`src/rtl/branch_ctrl.sv`:
```
// Branch resolution unit: evaluates the condition for a candidate branch against the ALU flags,
// emits a one-cycle taken pulse with its target, then holds the front end in a fixed-length flush.
module branch_ctrl #(
    parameter int WIDTH        = 16,
    parameter int FLUSH_CYCLES = 2,
    parameter int CNT_W        = 8
) (
    input  logic             clk,
    input  logic             rst,
    input  logic             in_valid,
    output logic             in_ready,
    input  logic [3:0]       opcode,
    input  logic [WIDTH-1:0] pc,
    input  logic [WIDTH-1:0] offset,
    input  logic             flag_we,
    input  logic             zero_in,
    input  logic             neg_in,
    output logic             taken,
    output logic [WIDTH-1:0] target,
    output logic             flush,
    output logic [CNT_W-1:0] taken_count
);

    typedef enum logic {IDLE, FLUSH} state_t;

    localparam logic [3:0] FLUSH_LOAD = 4'(FLUSH_CYCLES - 1);

    state_t           state_reg, state_next;
    logic [3:0]       fcnt_reg, fcnt_next;
    logic             z_reg, n_reg;
    logic             taken_reg;
    logic [WIDTH-1:0] target_reg;
    logic [CNT_W-1:0] count_reg;

    logic eff_z, eff_n, cond, branch;

    // Flags written this cycle are bypassed so a compare-and-branch pair resolves without a stall.
    always_comb begin
        eff_z = flag_we ? zero_in : z_reg;
        eff_n = flag_we ? neg_in  : n_reg;
        cond  = 1'b0;
        case (opcode)
            4'b0001: cond = 1'b1;
            4'b0110: cond = eff_z;
            4'b0111: cond = !eff_z;
            4'b0100: cond = !eff_z && !eff_n;
            4'b0101: cond = eff_n;
            4'b0010: cond = !eff_n;
            4'b0011: cond = eff_z || eff_n;
            default: cond = 1'b0;
        endcase
        branch = in_valid && (state_reg == IDLE) && cond;
    end

    always_comb begin
        state_next = state_reg;
        fcnt_next  = fcnt_reg;
        case (state_reg)
            IDLE: begin
                if (branch) begin
                    state_next = FLUSH;
                    fcnt_next  = FLUSH_LOAD;
                end
            end
            FLUSH: begin
                if (fcnt_reg == 4'd0) begin
                    state_next = IDLE;
                end else begin
                    fcnt_next = fcnt_reg - 4'd1;
                end
            end
            default: begin
                state_next = IDLE;
                fcnt_next  = 4'd0;
            end
        endcase
    end

    always_ff @(posedge clk or posedge rst) begin
        if (rst) begin
            state_reg  <= IDLE;
            fcnt_reg   <= 4'd0;
            z_reg      <= 1'b0;
            n_reg      <= 1'b0;
            taken_reg  <= 1'b0;
            target_reg <= '0;
            count_reg  <= '0;
        end else begin
            state_reg <= state_next;
            fcnt_reg  <= fcnt_next;
            taken_reg <= branch;
            if (flag_we) begin
                z_reg <= zero_in;
                n_reg <= neg_in;
            end
            if (branch) begin
                target_reg <= pc + offset;
                if (count_reg != {CNT_W{1'b1}}) begin
                    count_reg <= count_reg + 1'b1;
                end
            end
        end
    end

    // flush decodes straight from the state register so reset clears it without waiting for an edge.
    assign in_ready    = (state_reg == IDLE);
    assign flush       = (state_reg == FLUSH);
    assign taken       = taken_reg;
    assign target      = target_reg;
    assign taken_count = count_reg;

endmodule

```
`config.mk`:
```
export PLATFORM = sky130hd
export DESIGN_NAME = branch_ctrl
export DESIGN_NICKNAME = d
export VERILOG_FILES = /design/src/rtl/branch_ctrl.sv
export SDC_FILE = /design/constraint.sdc
export NUM_CORES = 1
export LEC_CHECK = 0
export CAP_MARGIN = 20
export CELL_PAD_IN_SITES_DETAIL_PLACEMENT = 0
export CELL_PAD_IN_SITES_GLOBAL_PLACEMENT = 1
export CORE_MARGIN = 3
export CORE_UTILIZATION = 30
export DETAILED_ROUTE_END_ITERATION = 8
export HOLD_SLACK_MARGIN = 0.06
export MAX_ROUTING_LAYER = met4
export PLACE_DENSITY = 0.71
export SYNTH_ARGS = -nofsm -noshare
export SYNTH_HDL_FRONTEND = slang
export SYNTH_SLANG_ARGS = --single-unit
```
`constraint.sdc`:
```
create_clock -name clk -period 1.8 [get_ports clk]
set_input_delay 0.45 -clock clk [delete_from_list [all_inputs] [get_ports clk]]
set_output_delay 0.45 -clock clk [all_outputs]
set_load 0.02 [all_outputs]
```
# After elaboration in Yosys (flattened, before gate mapping)
# Index checks and enable logic that the tools add are counted.
# classes
addsub	3
reduce_logical	9
n_eq_ne	10
n_bitwise	1
muxes	9
# op_table
cell	count
adder 16 bit	1
== test 4 x 3 -> 1 bit (second input constant)	4
adder 8 x 1 -> 8 bit (second input constant)	1
== test 4 x 2 -> 1 bit (second input constant)	2
2-to-1 mux 4 bit	2
inequality test 8 bit (second input constant)	1
one-hot mux 4 bit (2 select lines)	1
one-hot mux 1 bit (7 select lines)	1
== test 4 x 1 -> 1 bit (second input constant)	1
logical NOT 4 bit	1
2-to-1 mux 1 bit	4
AND reduction 2 bit	2
subtractor 4 x 1 -> 4 bit (second input constant)	1
logical AND 1 bit	3
logical NOT 1 bit	2
inequality test 2 x 1 -> 1 bit (second input constant)	1
inequality test 2 bit (second input constant)	1
one-hot mux 1 bit (2 select lines)	1
logical OR 1 bit	1
inverter 1 bit	1
# word_totals
elab_cells	39
output_inout_bits	27
ff_bits	32
inputBits	42

# Longest topological paths before layout
# depth
depth_word	7
depth_mapped	9
ltp_nobuf	8

# Least setup slack after synthesis
# OpenSTA, ideal clock, no wires.
# synth_timing
path_type	input-to-reg
startpoint	in offset[0]
endpoint	reg target_reg[12] (netlist: target[12])
arrival_ns	2.296
slack_ns	-0.620
setup_time_ns	0.125
n_path_buf	0
path_stages	8
t_required_ns	1.675
cell_sequence	ha_1 -> fa_1 -> a21oi_1 -> o2111ai_1 -> o22ai_1 -> o311ai_0 -> xor2_1 -> mux2_2
# synth_via
elab_chain_len	1
# synth_rtl
element	line_no	rtl
start: declaration	14	input logic [WIDTH-1:0] offset,
adder 16 bit	97	target_reg <= pc + offset;
end signal: assignment	97	
end: declaration	32	logic [WIDTH-1:0] target_reg;
# Every way passes these cells.
# A chain may end at the register's enable or synchronous reset.

# Worst setup path after layout
# layout_timing
startpoint	in pc[6]
endpoint	reg target_reg[11] (netlist: target[11])
# layout_via
elab_chain_len	1
# layout_rtl
element	line_no	rtl
start: declaration	13	input logic [WIDTH-1:0] pc,
adder 16 bit	97	
# Every way passes these cells.

==> results.sh <==
export IMPL_status="finished, violations left"
export IMPL_violations="negative setup slack"
export IMPL_port_buffers=68
export IMPL_r2r_end="fcnt_reg[0]"
export IMPL_clk_latency_ns=0.29
export IMPL_ys_async_sr_fraction_pct=100
export IMPL_routedWlPerCell_um=13.9
export IMPL_crit_chain="buf_6 -> ha_4 -> a2111oi_4 -> o21ai_4 -> a221oi_4 -> buf_4 -> o21ai_2 -> xor2_1 -> mux2_4"
export IMPL_vias=2156
export IMPL_min_path_cells=1
export IMPL_rsz0062_at_grt="yes"
export IMPL_dr_pass1_iters=4
export IMPL_worst_pin_slew_ns=0.351
export IMPL_hold_viol_final=0
export IMPL_wirelength_um=6320
export IMPL_dieArea_mm2=0.00858
export IMPL_grt_first_pass_wirelength_um=10200
export IMPL_dp_cells=425
export IMPL_r2r_start="z_reg"
export IMPL_reg2reg_slack_ns=-0.19
export IMPL_worst_path_max_delay_cell="a2111oi_4"
export IMPL_cts_tree="built"
export IMPL_yosys_top_cells_area="dfrtp_1 36%, ha_1 9.4%, mux2_4 6.7%"
export IMPL_root_buffer="clkbuf_8"
export IMPL_yosysWarnings=0
export IMPL_via_per_inst=4.76
export IMPL_syn_to_final_growth_pct=81.1
export IMPL_pre_cts_ws_ns=-0.965
export IMPL_vdd_drop_max_mv=0.493
export IMPL_die_w_um=92.6
export IMPL_cts_buffer_depth=2
export IMPL_yosysTopAreaCellShare_pct=35.6
export IMPL_h_tree_depth=2
export IMPL_critPathBufInv=2
export IMPL_arrival_ns=2.28
export IMPL_p_per_area_mw_per_mm2=977
export IMPL_min_path_type="reg -> reg"
export IMPL_min_from="taken_count[5]"
export IMPL_syn_inst=216
export IMPL_ant_nets=0
export IMPL_grt_overflow_total=0
export IMPL_ys_seq_area_share_pct=35.6
export IMPL_grt_max_degree=33
export IMPL_cap_viol_max_count=0
export IMPL_fp_row_count=30
export IMPL_ys_flop_type="dfrtp_1"
export IMPL_synth_top_area_cell="dfrtp_1"
export IMPL_cellLeakagePower_nw=1.78
export IMPL_path_delay_family="compound AO/OA/AOI/OAI gates"
export IMPL_crit_required_ns=1.97
export IMPL_dp_hpwl_um=4370
export IMPL_setup_slack_ns=-0.310
export IMPL_die_h_um=92.6
export IMPL_min_period_ns=2.11
export IMPL_fin_crit_sh_pct=117
export IMPL_layout_nets=417
export IMPL_place_congestion=0.865
export IMPL_max_slew_margin_pct=76.6
export IMPL_drc_errors=0
export IMPL_grt_pass1_vias=2169
export IMPL_clock_sinks=32
export IMPL_path_clk_slew_ns=0.06
export IMPL_worstSetupPathType="in -> reg"
export IMPL_core_area_mm2=0.00702
export IMPL_initial_core_util_pct=32.1
export IMPL_stdcell_count=453
export IMPL_cpPeakStageDelay_ns=0.37
export IMPL_synth_edf_count=0
export IMPL_path_max_fanout=4
export IMPL_antenna_found_initial=0
export IMPL_synth_nets=276
export IMPL_layout_drive_gt1_share_pct=45.7
export IMPL_ys_types=49
export IMPL_cts_buffers=5
export IMPL_hold_ws_ns=0.489
export IMPL_end_kind="register"
export IMPL_yosys_register_bits=32
export IMPL_pin_count=69
export IMPL_holdPathEnd="taken_count[5]"
export IMPL_cp_start_kind="input port"
export IMPL_avgSynthCellArea_um2=10.4
export IMPL_finalClockSkew_ns=0.0117
export IMPL_synth_area_mm2=0.00225
export IMPL_largest_register_ffs=16
export IMPL_drt_iter0_drc=57
export IMPL_final_max_slew_viol_count=0
export IMPL_max_freq_mhz=474
export IMPL_r2r_cells=8
export IMPL_setup_viol=26
export IMPL_diodes=0
export IMPL_grtUsageTotal_pct=15.3
synthesized netlist by cell type (all sizes together), types with 3 or more instances:
cell type / n
nand2: 20
xnor2: 10
o21ai: 11
a211oi: 3
nand3: 10
nor2: 15
nor2b: 3
mux2i: 4
inv: 10
a21oi: 11
xor2: 7
o22ai: 3
nor3: 5
mux2: 16
nand2b: 3
dfrtp: 32
buf: 3
a21o: 3
ha: 17
a31oi: 3
and3: 4
per-layer routing:
| layer | vias to the layer above | global-route usage [%] | part of all wire [%] | wire [um] |
|---|---|---|---|---|
| met4 | 0 | 4.40 | 0.97 | 61 |
| met2 | 47 | 25.3 | 48 | 3050 |
| met3 | 7 | 2.68 | 4.0 | 252 |
| met1 | 1029 | 19.3 | 47 | 2960 |
| li1 | 1073 | - | - | - |
| met5 | - | - | 0 | 0 |
power breakdown:
group          leakage [nW]  internal [mW]  switching [mW]  total, mW
Combinational          1.36           1.25           0.999       2.25
Sequential            0.389          0.995           0.211       1.21
Clock                0.0410          0.263           0.270      0.533
logic make-up after synthesis:
logic type               Yosys count  share of synthesized area, %
AO/OA/AOI/OAI                     48                          17.4
AND/OR/NAND/NOR                   67                          15.2
adder cells (fa/ha/maj)           18                          10.3
multiplexers                      20                          11.4
flip-flops                        32                          35.6
XOR/XNOR                          17                          6.61
buffers and inverters             14                          3.50
cell usage in the layout (no fill, tap or decap), types with 3 or more instances in the layout:
| cell | synthesis | routed |
|---|---|---|
| buf_6 | 2 | 18 |
| buf_2 | 0 | 5 |
| nor2_1 | 14 | 10 |
| o21ai_2 | 3 | 3 |
| clkbuf_8 | 0 | 5 |
| a21o_1 | 3 | 3 |
| nor2b_1 | 3 | 3 |
| buf_4 | 0 | 54 |
| xnor2_1 | 10 | 9 |
| o22ai_2 | 0 | 3 |
| xor2_1 | 7 | 6 |
| inv_1 | 10 | 9 |
| nand2_1 | 20 | 18 |
| o21ai_1 | 2 | 4 |
| ha_1 | 17 | 5 |
| nor3_2 | 0 | 3 |
| a21oi_2 | 2 | 3 |
| nand3_1 | 10 | 7 |
| clkdlybuf4s50_1 | 0 | 36 |
| ha_4 | 0 | 12 |
| mux2_4 | 10 | 16 |
| nor2_2 | 1 | 4 |
| a21oi_1 | 9 | 6 |
| and3_1 | 4 | 4 |
| dfrtp_1 | 32 | 32 |
| dlygate4sd2_1 | 0 | 16 |
area by class of cell:
type / instances / area, um2
tap: 96 / 120
clock inverter: 1 / 5.00
inverter: 10 / 37.5
clock buffer: 6 / 72.6
fill: 618 / 2940
sequential: 32 / 801
timing repair buffer: 138 / 1260
multi-input combinational: 170 / 1780
through the flow:
stage,setup TNS [ns],instance area [um2],power (mW),util (%)
final,-3.08,4080,3.99,58.1
after global routing,-5.19,4080,4.24,58.1
after CTS,-2.73,4030,4.00,57.4
after detailed placement,-22.37,3510,3.21,49.9
after global placement,-21.59,3510,3.19,49.9
after floorplan,-3.03,2340,2.30,-
worst max-delay path by stage:
stage / startpoint / end / slack (ns) / depth (start not counted)
detailed placement: pc[0] / target[12] / -0.97 / 9
global route: pc[6] / target[11] / -0.36 / 9
global placement: offset[0] / target[12] / -0.92 / 9
finish: pc[6] / target[11] / -0.31 / 9
CTS: pc[6] / target[15] / -0.24 / 8
floorplan: offset[0] / target[12] / -0.38 / 8
repair_timing:
action | 4_1_cts | 5_1_grt
setup endpoints to repair | 33 | 31
hold buffers | 0 | 0
gates resized for setup | 130 | 18
cloned | 2 | 0
pin swaps | 43 | 12
buffers inserted | 18 | 5
Note: power is estimated with default switching activity, not from simulation.
